## src/rtl/pipeline_hazard_unit.sv

```systemverilog
// pipeline_hazard_unit: forwarding selects and stall/flush control for a 5-stage pipeline.
// Performance counters are built only when HAZARD_PERF_CNT_EN is defined.
module pipeline_hazard_unit #(
    parameter int REG_AW  = 5,
    parameter int MUL_LAT = 3,
    parameter int CNT_W   = 32
) (
    input  logic              clk,
    input  logic              rst,
    input  logic [REG_AW-1:0] rs1_d_i,
    input  logic [REG_AW-1:0] rs2_d_i,
    input  logic [REG_AW-1:0] rd_d_i,
    input  logic              valid_d_i,
    input  logic              rs1_used_d_i,
    input  logic              rs2_used_d_i,
    input  logic              regwrite_d_i,
    input  logic              load_d_i,
    input  logic              mul_d_i,
    input  logic              branch_taken_e_i,
    output logic [1:0]        fwd_a_o,
    output logic [1:0]        fwd_b_o,
    output logic              stall_f_o,
    output logic              stall_d_o,
    output logic              stall_e_o,
    output logic              flush_d_o,
    output logic              flush_e_o,
    output logic [CNT_W-1:0]  stall_cnt_o,
    output logic [CNT_W-1:0]  flush_cnt_o
);
    localparam logic [3:0] MUL_CNT = 4'(MUL_LAT - 1);

    logic              e_valid, e_regwrite, e_load, e_rs1_used, e_rs2_used;
    logic [REG_AW-1:0] e_rd, e_rs1, e_rs2;
    logic              m_valid, m_regwrite, w_valid, w_regwrite;
    logic [REG_AW-1:0] m_rd, w_rd;
    logic [3:0]        busy_cnt;
    logic              mul_busy, load_use, lu_stall, br_flush, d_take, m_ok, w_ok;

    assign mul_busy = busy_cnt != 4'd0;
    assign load_use = valid_d_i & e_valid & e_load & (e_rd != '0) &
                      ((rs1_used_d_i & (rs1_d_i == e_rd)) | (rs2_used_d_i & (rs2_d_i == e_rd)));
    // A held multiply keeps its E-stage neighbours frozen, so it masks branch and load-use.
    assign br_flush = branch_taken_e_i & ~mul_busy;
    assign lu_stall = load_use & ~branch_taken_e_i & ~mul_busy;

    assign stall_f_o = mul_busy | lu_stall;
    assign stall_d_o = mul_busy | lu_stall;
    assign stall_e_o = mul_busy;
    assign flush_d_o = br_flush;
    assign flush_e_o = br_flush | lu_stall;

    assign m_ok    = m_valid & m_regwrite & (m_rd != '0);
    assign w_ok    = w_valid & w_regwrite & (w_rd != '0);
    assign fwd_a_o = ~e_rs1_used ? 2'b00 : (m_ok & (m_rd == e_rs1)) ? 2'b10 :
                     (w_ok & (w_rd == e_rs1)) ? 2'b01 : 2'b00;
    assign fwd_b_o = ~e_rs2_used ? 2'b00 : (m_ok & (m_rd == e_rs2)) ? 2'b10 :
                     (w_ok & (w_rd == e_rs2)) ? 2'b01 : 2'b00;

    assign d_take = valid_d_i & ~flush_e_o;

    always_ff @(posedge clk) begin
        if (rst) begin
            {e_valid, e_regwrite, e_load, e_rs1_used, e_rs2_used} <= '0;
            {e_rd, e_rs1, e_rs2} <= '0;
            {m_valid, m_regwrite, m_rd} <= '0;
            {w_valid, w_regwrite, w_rd} <= '0;
            busy_cnt <= 4'd0;
        end else begin
            w_valid    <= m_valid;
            w_regwrite <= m_regwrite;
            w_rd       <= m_rd;
            if (mul_busy) begin
                m_valid    <= 1'b0;
                m_regwrite <= 1'b0;
                m_rd       <= '0;
                busy_cnt   <= busy_cnt - 4'd1;
            end else begin
                m_valid    <= e_valid;
                m_regwrite <= e_regwrite;
                m_rd       <= e_rd;
                e_valid    <= d_take;
                e_regwrite <= d_take & regwrite_d_i;
                e_load     <= d_take & load_d_i;
                e_rs1_used <= d_take & rs1_used_d_i;
                e_rs2_used <= d_take & rs2_used_d_i;
                e_rd       <= d_take ? rd_d_i : '0;
                e_rs1      <= d_take ? rs1_d_i : '0;
                e_rs2      <= d_take ? rs2_d_i : '0;
                busy_cnt   <= (d_take & mul_d_i) ? MUL_CNT : 4'd0;
            end
        end
    end

`ifdef HAZARD_PERF_CNT_EN
    always_ff @(posedge clk) begin
        if (rst) begin
            stall_cnt_o <= '0;
            flush_cnt_o <= '0;
        end else begin
            if (stall_f_o) stall_cnt_o <= stall_cnt_o + 1'b1;
            if (flush_d_o) flush_cnt_o <= flush_cnt_o + 1'b1;
        end
    end
`else
    assign stall_cnt_o = '0;
    assign flush_cnt_o = '0;
`endif
endmodule

```

## config.mk

```make
export PLATFORM = sky130hd
export DESIGN_NAME = pipeline_hazard_unit
export DESIGN_NICKNAME = d
export VERILOG_FILES = /design/src/rtl/pipeline_hazard_unit.sv
export SDC_FILE = /design/constraint.sdc
export NUM_CORES = 1
export LEC_CHECK = 0
export BUFFER_PORTS_ARGS = -buffer_cell sky130_fd_sc_hd__buf_4
export CAP_MARGIN = 30
export CORE_MARGIN = 2
export CORE_UTILIZATION = 50
export CTS_BUF_LIST = sky130_fd_sc_hd__clkbuf_2 sky130_fd_sc_hd__clkbuf_4 sky130_fd_sc_hd__clkbuf_8
export CTS_CLUSTER_SIZE = 40
export DETAILED_ROUTE_END_ITERATION = 12
export PLACE_DENSITY = 0.84
export SLEW_MARGIN = 0
export SYNTH_ARGS = -nofsm -noshare
export SYNTH_HDL_FRONTEND = slang
export SYNTH_SLANG_ARGS = --single-unit
```

## constraint.sdc

```tcl
create_clock -name clk -period 2.4 [get_ports clk]
set_input_delay 0.48 -clock clk [delete_from_list [all_inputs] [get_ports clk]]
set_output_delay 0.48 -clock clk [all_outputs]
set_load 0.01 [all_outputs]
```

## Yosys cells after proc, flatten, opt, wreduce, memory -nomap -nowiden

Cells that the tools add are included.
Widths: inputs -> output; s select.

- Bits in registers: 38
- Input bits: 24
- Output and inout bits: 73
- Logic and storage cells: 67

- Add/sub/neg operators: 1
- Equal/unequal tests: 6
- Multiplexer cells: 11
- Bitwise logic cells: 29
- Reduce and logical (&&, ||, !) cells: 5

Operators with widths:

| operator | number |
|---|---|
| $eq 5x5->1 | 6 |
| $and 1x1->1 | 23 |
| $mux 5 | 3 |
| $reduce_bool 5->1 | 3 |
| $mux 2 | 5 |
| $mux 4 | 1 |
| $reduce_bool 4->1 | 1 |
| $sub 4x1->4 const B | 1 |
| $not 1->1 | 3 |
| $or 1x1->1 | 3 |
| $mux 1 | 2 |
| $reduce_or 2->1 | 1 |

## Logic depth before layout (Yosys ltp)

- Depth after elaboration: 12
- Mapped depth: 8
- Mapped depth without buffers: 6

## Worst setup path before layout

No wires, ideal clock.

- Kind: reg2out
- Start point: register e_rd[0]
- End point: output port stall_f_o
- Arrival: 1.577 ns
- Required time: 1.920 ns
- Path slack: 0.343 ns
- Cell stages (with the launch flop): 6
- Buffers on the path: 2
- Cell sequence: dfxtp_1 -> or4_4 -> o2111ai_4 -> buf_6 -> o21ai_1 -> buf_4

- Word-level cells in the longest chain between the ends: 7

Ends and longest elaborated chain:

| what | line | source |
|---|---|---|
| start, declared | 33 | `logic [REG_AW-1:0] e_rd, e_rs1, e_rs2;` |
| start signal, assigned | 86 | `e_rd <= d_take ? rd_d_i : '0;` |
| $eq 5x5->1 | 41 | `((rs1_used_d_i & (rs1_d_i == e_rd)) \| (rs2_used_d_i & (rs2_d_i == e_rd)));` |
| $and 1x1->1 | 41 |  |
| $or 1x1->1 | 41 |  |
| $and 1x1->1 (*) | 40 | `assign load_use = valid_d_i & e_valid & e_load & (e_rd != '0) &` |
| $and 1x1->1 (*) (2 in a row) | 44 | `assign lu_stall = load_use & ~branch_taken_e_i & ~mul_busy;` |
| $or 1x1->1 (*) | - |  |
| end, declared | 22 | `output logic stall_f_o,` |

Every way passes the cells marked *; elsewhere a longest branch is shown, timed or not.

## Final worst setup path

- Start point: register m_rd[1]
- End point: output port fwd_a_o[0]

- Word-level cells in the longest chain between the ends: 5

Ends and longest elaborated chain:

| what | line | source |
|---|---|---|
| start, declared | 35 | `logic [REG_AW-1:0] m_rd, w_rd;` |
| start signal, assigned | 80 | `m_rd <= e_rd;` |
| $reduce_bool 5->1 | 52 | `assign m_ok = m_valid & m_regwrite & (m_rd != '0);` |
| $and 1x1->1 | 52 |  |
| $and 1x1->1 (*) | 54 | `assign fwd_a_o = ~e_rs1_used ? 2'b00 : (m_ok & (m_rd == e_rs1)) ? 2'b10 :` |
| $mux 2 (*) (2 in a row) | 54 |  |
| end, declared | 20 | `output logic [1:0] fwd_a_o,` |

Marked as above.

==> flow_summary.ini <==
[power]
power_leakage_nw = 1.16
powerDensity_mw_per_mm2 = 904
peakVddDrop_mv = 0.564
finalPower_mw = 2.36

[timing]
finClkSkew_ps = 2.70
slew_headroom_pct = 65.1
worst_slew_pin_slew_ps = 522
setup_viol = 0
rsz0062_at_grt = true
hold_viol = 0
fin_setup_tns_ps = 0
drv_slew = 0
max_freq_mhz = 421
whs_ps = 425
fin_ws_ps = 25.1
fin_crit_sh_pct = 99.0
min_period_ps = 2370

[cells_and_area]
drive_gt1_share_pct = 24.5
regArea_sq_um = 766
diodes = 0
fin_area_sq_mm = 0.00261
multi_input_area_sq_mm = 0.00133
nets = 326
nFillCells = 431
utilization_pct = 55.7
final_cell_count_no_fill = 356
area_delta_synth_final_pct = 8.52

[clocking]
cts_tree = built
cts-buffers-inserted = 5
htreeDepth = 2
cts.clk_slew.worst_paths_ps = 70
cts-root-buf = clkbuf_8
clk_latency_ps = 300
clock_path_buffers = 2
cts.sinks = 38
ctsHoldBuffers = 0

[detailed_routing]
ant_nets = 0
drc = 0
first_pass_iters = 4
drt_iter0_drc = 57
drt_wl_total_um = 4630
via_per_inst = 4.99
vias = 1778
wl_per_cell_um = 13.0

[global_route]
grtUsageTotal_pct = 17.9
overflow = 0
grt_pass1_wl_um = 7270
grt_pass1_vias = 1508
grt_max_degree = 33
antenna_found_initial = 0

[synthesis]
synth_top_area_share_pct = 31.6
syn_inst = 268
ys_types = 33
syn_area_sq_mm = 0.00241
synth_area_leader_cell = dfxtp_1
yosysSeqAreaShare_pct = 31.6
synth_warnings = 0
ys_ff_latch = 38
synthTopCellsByArea = dfxtp_1, buf_4, xnor2_1, a32oi_1, o21ai_2
synth.avg_cell_area_sq_um = 8.98

[setup_path]
critical_path_class = flip-flop to output port
cp-start-kind = flip-flop
critical_path_arrival_ps = 1890
critPathMaxFanout = 3
required_ps = 1920
endpoint_kind = output port

[placement]
hpwl_um = 3510
placed_area_sq_mm = 0.00245
routabilityCongestion = 0.856
placed_cells = 347
dpl_worst_slack_ps = 386
place.port_buffers = 32

[floorplanning]
die_x_um = 73.4
io_pins = 97
die_h_um = 73.4
dieArea_sq_mm = 0.00539
num_rows = 25
start_util_pct = 51.3
core_sq_mm = 0.00469

[flow_run]
max_cap_violations = 0

[min_path]
min_path_type = input port to flip-flop

[run_status]
run_status = finished, final reports clean
-- cell usage in the layout (no fill, tap or decap), drive strengths merged --
cell type,count
clkinv,1
o22a,1
nor3b,1
nor4b,1
nand3,4
nand2b,1
nor2,5
or4,3
a22oi,1
dfxtp,38
buf,40
o211ai,2
nand4,2
conb,64
nor2b,8
inv,4
o22ai,1
a32oi,19
xnor2,20
o21ai,22
bufinv,2
and2,11
o2111ai,1
xor2,12
clkbuf,5
nor3,4
a31oi,1
nand2,22
nor4,4
a21o,1
ha,1
-- cells by family (layout without fill, tap and decap cells) --
family,after synthesis,count (layout),synth area share (%)
AO/OA/AOI/OAI,49,49,17.4
XOR/XNOR,32,32,11.6
buffers and inverters,81,52,24.1
other,1,64,0.156
adder cells (fa/ha/maj),1,1,0.520
flip-flops,38,38,31.6
AND/OR/NAND/NOR,66,66,14.7
-- final timing paths --
path                    start  cells after the start  slack (ps)          end
hold reg to reg   busy_cnt[0]                      1         440  busy_cnt[0]
setup / recovery      m_rd[1]                      5          30   fwd_a_o[0]
hold / removal        mul_d_i                      3         430  busy_cnt[1]
setup reg to reg  busy_cnt[0]                      8         530      e_valid
-- synthesized netlist by cell type (all sizes together) --
cell type / instances
buf: 76
dfxtp: 38
nand2: 22
o21ai: 22
xnor2: 20
a32oi: 19
xor2: 12
and2: 11
nor2b: 8
nor2: 5
inv: 4
nand3: 4
nor3: 4
nor4: 4
or4: 3
nand4: 2
o211ai: 2
a21o: 1
a22oi: 1
a31oi: 1
clkbuf: 1
conb: 1
ha: 1
nand2b: 1
nor3b: 1
nor4b: 1
o2111ai: 1
o22a: 1
o22ai: 1
-- per-layer routing --
| layer | track usage [%] | vias up | part of all wire, % |
|---|---|---|---|
| met3 | 4.94 | 7 | 7.8 |
| met5 | 0 | - | 0 |
| met4 | 7.27 | 0 | 1.5 |
| li1 | - | 854 | - |
| met1 | 23.2 | 828 | 40 |
| met2 | 28.2 | 89 | 51 |
-- state kept, by name, indices dropped and copies added (netlist names) --
signal	cells
e_rs1	5
busy_cnt	4
w_valid	1
m_rd	5
e_load	1
e_valid	1
e_rs1_used	1
m_regwrite	1
e_rs2_used	1
e_regwrite	1
w_rd	5
m_valid	1
e_rs2	5
e_rd	5
w_regwrite	1
-- critical path, cell delays in order, from the launching register on --
cell and delay [ps]:
dfxtp_4 350, or4_4 520, o211ai_1 330, nor4_2 80, nor3_1 160, buf_4 150
-- cell type report --
type	count	share of cell area, %
Clock buffer	5	2.63
Tap cell	54	2.59
Timing Repair Buffer	40	11.5
Sequential cell	38	29.3
Clock inverter	3	2.63
Inverter	4	0.575
Multi-Input combinational cell	212	50.8
-- power by group --
part / internal, mW / switching, mW
clock network: 0.416 / 0.233
logic: 0.395 / 0.420
registers: 0.752 / 0.146
-- what timing repair did --
item / in CTS / in global routing
setup endpoints to repair: 0 / 4
buffers inserted: 0 / 1
gates resized for setup: 0 / 6
(Power assumes the default switching activity.)
